File: src/rtl/gray_pkg.sv
// Shared constants and helpers for the Gray-code counter family.
package gray_pkg;

  localparam int unsigned MAX_WIDTH = 32;

  localparam logic [MAX_WIDTH-1:0] ALL_ONES = '1;
  localparam logic [MAX_WIDTH-1:0] ZERO     = '0;

  localparam logic DIR_UP = 1'b1;
  localparam logic DIR_DN = 1'b0;

  // Binary to reflected Gray; callers truncate to their own width.
  function automatic logic [MAX_WIDTH-1:0] bin2gray(input logic [MAX_WIDTH-1:0] b);
    return b ^ (b >> 1);
  endfunction

endpackage

File: src/rtl/gray_to_binary.sv
// Combinational Gray to binary decoder: each binary bit is the XOR of all Gray bits at or above it.
module gray_to_binary #(
  parameter int unsigned WIDTH = 4
) (
  input  logic [WIDTH-1:0] gray,
  output logic [WIDTH-1:0] bin
);

  logic run;

  always_comb begin
    bin = '0;
    run = 1'b0;
    for (int i = int'(WIDTH) - 1; i >= 0; i--) begin
      run    = run ^ gray[i];
      bin[i] = run;
    end
  end

endmodule

File: src/rtl/gray_counter.sv
// Up/down Gray-code counter with parallel binary load and wrap or saturate at the limits.
module gray_counter
  import gray_pkg::*;
#(
  parameter int unsigned WIDTH = 4,
  parameter bit          WRAP  = 1'b1
) (
  input  logic             clk,
  input  logic             rst,
  input  logic             en,
  input  logic             up_dn,
  input  logic             load,
  input  logic [WIDTH-1:0] load_bin,
  output logic [WIDTH-1:0] gray_out,
  output logic [WIDTH-1:0] bin_out,
  output logic             tc
);

  localparam logic [WIDTH-1:0] LIM_HI = WIDTH'(ALL_ONES);
  localparam logic [WIDTH-1:0] LIM_LO = WIDTH'(ZERO);

  logic [WIDTH-1:0] bin_step;
  logic [WIDTH-1:0] gray_step;
  logic [WIDTH-1:0] gray_load;
  logic [WIDTH-1:0] gray_nxt;
  logic             at_limit;
  logic             tc_nxt;

  // Single decoder feeds both the binary view and the step arithmetic.
  gray_to_binary #(.WIDTH(WIDTH)) u_g2b (
    .gray (gray_out),
    .bin  (bin_out)
  );

  always_comb begin
    at_limit  = (up_dn == DIR_UP) ? (bin_out == LIM_HI) : (bin_out == LIM_LO);
    bin_step  = (up_dn == DIR_UP) ? (bin_out + WIDTH'(1)) : (bin_out - WIDTH'(1));
    gray_step = WIDTH'(bin2gray(MAX_WIDTH'(bin_step)));
    gray_load = WIDTH'(bin2gray(MAX_WIDTH'(load_bin)));
  end

  // Next state for load > count > hold; limit steps wrap or hold by WRAP.
  always_comb begin
    gray_nxt = gray_out;
    tc_nxt   = 1'b0;
    if (load) begin
      gray_nxt = gray_load;
    end else if (en) begin
      if (at_limit) begin
        tc_nxt = 1'b1;
        if (WRAP) begin
          gray_nxt = gray_step;
        end
      end else begin
        gray_nxt = gray_step;
      end
    end
  end

  always_ff @(posedge clk) begin
    if (rst) begin
      gray_out <= '0;
      tc       <= 1'b0;
    end else begin
      gray_out <= gray_nxt;
      tc       <= tc_nxt;
    end
  end

endmodule

File: config.mk
export PLATFORM = sky130hd
export DESIGN_NAME = gray_counter
export DESIGN_NICKNAME = d
export VERILOG_FILES = /design/src/rtl/gray_pkg.sv /design/src/rtl/gray_to_binary.sv /design/src/rtl/gray_counter.sv
export SDC_FILE = /design/constraint.sdc
export NUM_CORES = 1
export LEC_CHECK = 0
export CAP_MARGIN = 20
export CORE_AREA = 2 2 39 41
export CTS_CLUSTER_DIAMETER = 80
export DETAILED_ROUTE_END_ITERATION = 7
export DIE_AREA = 0 0 41 43
export GPL_TIMING_DRIVEN = 0
export PLACE_DENSITY = 0.67
export SYNTH_ARGS = -nofsm -noshare
export SYNTH_HDL_FRONTEND = slang
export SYNTH_SLANG_ARGS = --single-unit
File: constraint.sdc
create_clock -name clk -period 2.6 [get_ports clk]
set_input_delay 0.52 -clock clk [delete_from_list [all_inputs] [get_ports clk]]
set_output_delay 0.52 -clock clk [all_outputs]
set_load 0.01 [all_outputs]
# After elaboration in Yosys (flattened, before gate mapping)
# Cells that the tools add are included.
word_totals:
  memories: 0
  mem_bits_ro: 0
  ff_bits: 5
  latchBits: 0
  inputBits: 9
  mem_bits_rw: 0
classes:
  mux: 5
  n_eq_ne: 1
  mul: 0
  add_sub_neg: 2
  div_mod_pow: 0
  magnitude_cmp: 0
  n_bitwise: 6
  n_reduce_logical: 3
  n_shift: 0
op_table:
  columns: ["cell", "count"]
  rows:
  - ["$mux 4", 3]
  - ["$xor 4x3->4", 2]
  - ["$add 4x1->4 const B", 1]
  - ["$eq 4x4->1 const B", 1]
  - ["$logic_not 4->1", 1]
  - ["$sub 4x1->4 const B", 1]
  - ["$reduce_or 3->1", 1]
  - ["$xor 1x1->1", 3]
  - ["$mux 1", 2]
  - ["$reduce_bool 2->1", 1]
  - ["$not 1->1", 1]

# Depth between registers and ports, before layout
# Gate-level depths: netlist (run 1).
logic_depth:
  depth_word: 8
  depth_mapped: 9
  ltp_nobuf: 9

# Cells and area by module
# From an unflattened synthesis (run 1), not the netlist that was laid out.
hier_totals:
  hier_cells: 55
  hier_area_um2: 466.7
modules_own_cells:
  columns: ["mod", "seq_area_each_um2", "cells_each", "instances", "area_per_inst_um2"]
  rows:
  - ["gray_counter", 100.1, 49, 1, 409.1]
  - ["gray_to_binary", 0.0, 6, 1, 57.6]

# Worst setup path after synthesis (run 1)
# Ideal clock, no wire load.
synth_timing:
  path_type: "register to register"
  from: "register gray_out[3]"
  to: "register gray_out[3]"
  slack_ps: 136
  stages_incl_launch_ff: 10
  t_arrival_ps: 2344
  synth_period_minus_slack_ps: 2464
  cell_sequence: "dfxtp_1 > inv_1 > ha_1 > xor2_1 > ha_1 > inv_1 > a31oi_1 > xnor2_1 > nor2b_1 > o31a_1"
synth_via:
  elab_chain_cells: 8
  word_cells_on_any_way: 9
  classes_between: "add/sub: 2; mux: 3; bitwise: 4"
synth_lines:
  columns: ["element", "line_no", "rtl"]
  rows:
  - ["start: declaration", "gray_counter.sv:14", "output logic [WIDTH-1:0] gray_out,"]
  - ["start signal: assignment", "gray_counter.sv:65", "gray_out <= gray_nxt;"]
  - ["$xor 1x1->1 (*)", "gray_to_binary.sv:15", "run = run ^ gray[i];"]
  - ["via bin_out[2]", "gray_counter.sv:15", "output logic [WIDTH-1:0] bin_out,"]
  - ["$xor 1x1->1 (*)", "gray_to_binary.sv:15", null]
  - ["via bin_out[1]", "gray_counter.sv:15", null]
  - ["$xor 1x1->1 (*)", "gray_to_binary.sv:15", null]
  - ["via u_g2b.run", "gray_to_binary.sv:9", "logic run;"]
  - ["$sub 4x1->4 / $add 4x1->4 (equally long branches)", "gray_counter.sv:37", "bin_step = (up_dn == DIR_UP) ? (bin_out + WIDTH'(1)) : (bin_out - WIDTH'(1));"]
  - ["$mux 4 (*)", "gray_counter.sv:37", null]
  - ["$xor 4x3->4 (*)", "gray_pkg.sv:14", "return b ^ (b >> 1);"]
  - ["$mux 4 (*)", "gray_counter.sv:48", "end else if (en) begin"]
  - ["$mux 4 (*)", "gray_counter.sv:46", "if (load) begin"]
# Mark *: on every way through the listed nets, which the timed path passes. The rest lies on a longest branch. The select of a mux whose other input is x is not followed.
# A chain may end at the register's enable or synchronous reset.

# Worst setup path in the final report (run 1)
layout_timing:
  from: "register gray_out[3]"
  to: "output port bin_out[0]"
layout_via:
  elab_chain_cells: 3
layout_lines:
  columns: ["element", "line_no"]
  rows:
  - ["$xor 1x1->1 (3 in series)", "gray_to_binary.sv:15"]
  - ["end: declaration", "gray_counter.sv:15"]
# Every way passes these cells.

==> run_results.csv, run 1 <==
group,metric,value,unit
status,status,"complete, no violations",
timing,tightest_slew,335,ps
job,max_cap_violations,0,
setup_path,crit_required,2080,ps
power_and_ir_drop,swShare,0.379,
timing,setup_violations,0,
power_and_ir_drop,clkPwrFrac,0.156,
cts,hold_buffers,0,
routing,routedWlPerCell,10.1,um
power_and_ir_drop,peakVddDrop,0.000339,V
timing,max_freq,417,MHz
yosys,yosys.area.top_type,"dfxtp_1",
timing,relSlewSlack,0.774,
die,die_h,43,um
routing,vias,418,
power_and_ir_drop,power.density,836,nW/um^2
power_and_ir_drop,p_int,364,uW
die,start_util,0.344,
yosys,synth.avg_cell_area,8.51,um^2
routing,routed_wl,932,um
cts,cts.clk_slew.worst_paths,50,ps
die,coreArea,1380,um^2
cells_and_area,num-nets-final,92,
yosys,synth-async-reset-ratio,0,
routing,dr.pass1.iters,2,
cts,numCtsBuffers,3,
yosys,synth_edf_count,0,
timing,hold_violations,0,
place,dp_hpwl,737,um
setup_path,cp_max_fo,5,
power_and_ir_drop,p_leak,0.000305,uW
yosys,seq_area_frac_synth,0.210,
timing,setup_tns,0,ps
yosys,ys_warn_count,0,
global_routing,gr-usage-all-layers,0.128,
cts,insertion_delay,250,ps
yosys,synth_common_cells,"xnor2_1 (8), inv_1 (7), ha_1 (6), dfxtp_1 (5), nand2_1 (5)",
yosys,ys_ff_latch,5,
yosys,synthTopCellsByArea,"dfxtp_1 (21%), ha_1 (16%), xnor2_1 (15%)",
setup_path,criticalPathCategory,"flip-flop to output pin",
yosys,yosysUniqueCellTypes,23,
die,dieArea,1760,um^2
global_routing,grt_pass1_vias,359,
timing,fin_crit_sh,0.922,
cts,cts.sink_count,5,
yosys,synth_top_cell_area_share,0.210,
cells_and_area,final_area,702,um^2
routing,drtIter0Drc,1,
cts,clk_root_buffer_cell,"clkbuf_4",
power_and_ir_drop,seqPwrFrac,0.179,
routing,vias_per_cell,4.54,
power_and_ir_drop,combPwrFrac,0.665,
cts,clockBufferDepth,2,
cells_and_area,diodes,0,
yosys,synth.net_count,71,
place,port_buffers,15,
worst_hold_path,holdCritPathClass,"input pin to flip-flop",
timing,skew,5.89,ps
global_routing,grt_pass1_wl,1550,um
timing,maxSlewViolCount,0,
routing,ant_nets,0,
die,rows,14,
setup_path,start_kind,"flip-flop",
setup_path,crit_arrival,1880,ps
cells_and_area,area_delta_synth_final,47.2,%
global_routing,grt_max_degree,10,
yosys,netlist_area,477,um^2
yosys,ys.flop_type,"dfxtp_1",
routing,drc,0,
yosys,syn-instance-count,56,
timing,rsz0062_at_grt,"no",
yosys,synth.most_common_cell,"xnor2_1",
place,place_congestion,0.711,
die,dieWidth,41,um
timing,worst_hold_slack,527,ps
power_and_ir_drop,p_sw,223,uW
cts,htree_levels,1,
place,dpl-instance-area,647,um^2
setup_path,endpoint_kind,"output pin",
die,ioPinCount,18,
global_routing,grt_overflow,0,
global_routing,antenna_found_initial,0,
cells_and_area,drive_above_1_share,0.184,
timing,layout_min_cycle_time,2400,ps
cts,cts_tree,"yes",
## stage by stage
step / worst slack (ps) / cells / total power, uW / utilization
floorplan: 136 / 56 / 356 / -
global placement: -154 / 87 / 472 / 0.467
detailed placement: -145 / 87 / 476 / 0.467
CTS: 199 / 92 / 594 / 0.507
global route: 136 / 92 / 642 / 0.507
finish: 203 / 92 / 587 / 0.507
## routing by layer
| metal | wire length [um] | vias to the layer above | track usage |
|---|---|---|---|
| li1 | - | 222 | - |
| met1 | 397 | 187 | 0.175 |
| met2 | 473 | 9 | 0.181 |
| met3 | 61 | 0 | 0.0628 |
| met4 | 0 | 0 | 0.0200 |
| met5 | 0 | - | 0 |
## placed cells by master (no fill, tap or decap), types with 2 or more instances in the layout
master / count
xor2_1: 2
xnor2_1: 8
clkdlybuf4s50_1: 14
o311ai_0: 2
nor2b_1: 2
xor2_2: 2
inv_1: 7
a21oi_1: 2
dfxtp_2: 2
nand2_1: 5
clkbuf_4: 3
ha_1: 5
buf_4: 4
dfxtp_1: 3
## power by group through the flow
stage	sequential (uW)	clock (uW)	combinational, uW
3_5_place_dp	105	0	370
6_report	105	91.5	390
2_1_floorplan	108	0	248
4_1_cts	106	94.4	394
5_1_grt	107	99.5	435
3_3_place_gp	105	0	367
## sequential cells by signal, indices dropped and copies added (netlist names)
register	cells
gray_out	4
tc	1
## cells by family after synthesis
family / synth area share
adders and majority gates: 0.157
DFF: 0.210
buffers and inverters: 0.126
and+or+nand+nor: 0.121
xor gates and xnor gates: 0.236
AOI/OAI and AO/OA: 0.150
## what timing repair did
action | in CTS | in global routing
buffers inserted | 1 | 0
endpoints found under the setup margin | 2 | 0
resized for setup | 5 | 0
## final timing paths
check,from,to,slack [ps],cells after the start
max reg2reg,gray_out[3],gray_out[3],400,10
max,gray_out[3],bin_out[0],200,7
min reg2reg,gray_out[2],gray_out[2],650,2
min,load,gray_out[0],530,2
## final cells by class
class / count / area [um^2]
clock buffer: 4 / 26.3
tap: 16 / 20.0
sequential: 5 / 103
fill: 147 / 682
buffer: 4 / 33.8
timing repair buffer: 16 / 156
inverter: 7 / 26.3
multi-input combinational: 40 / 337
## critical path, stage by stage, from the launching register on
cell	delay [ps]
dfxtp_2	360
inv_1	90
ha_4	240
xor2_2	180
ha_1	310
inv_1	60
buf_4	120
dlygate4sd2_1	270
Power figures use the tool's default switching activity.
==> run 2, diff against run 1 <==
--- a/config.mk
+++ b/config.mk
@@ -5,7 +5,7 @@
 export SDC_FILE = /design/constraint.sdc
 export NUM_CORES = 1
 export LEC_CHECK = 0
-export CAP_MARGIN = 20
+export CAP_MARGIN = 40
 export CORE_AREA = 2 2 39 41
 export CTS_CLUSTER_DIAMETER = 80
 export DETAILED_ROUTE_END_ITERATION = 7
==> results of run 2 <==
Final layout, timing and power as in run 1 (identical DEF).
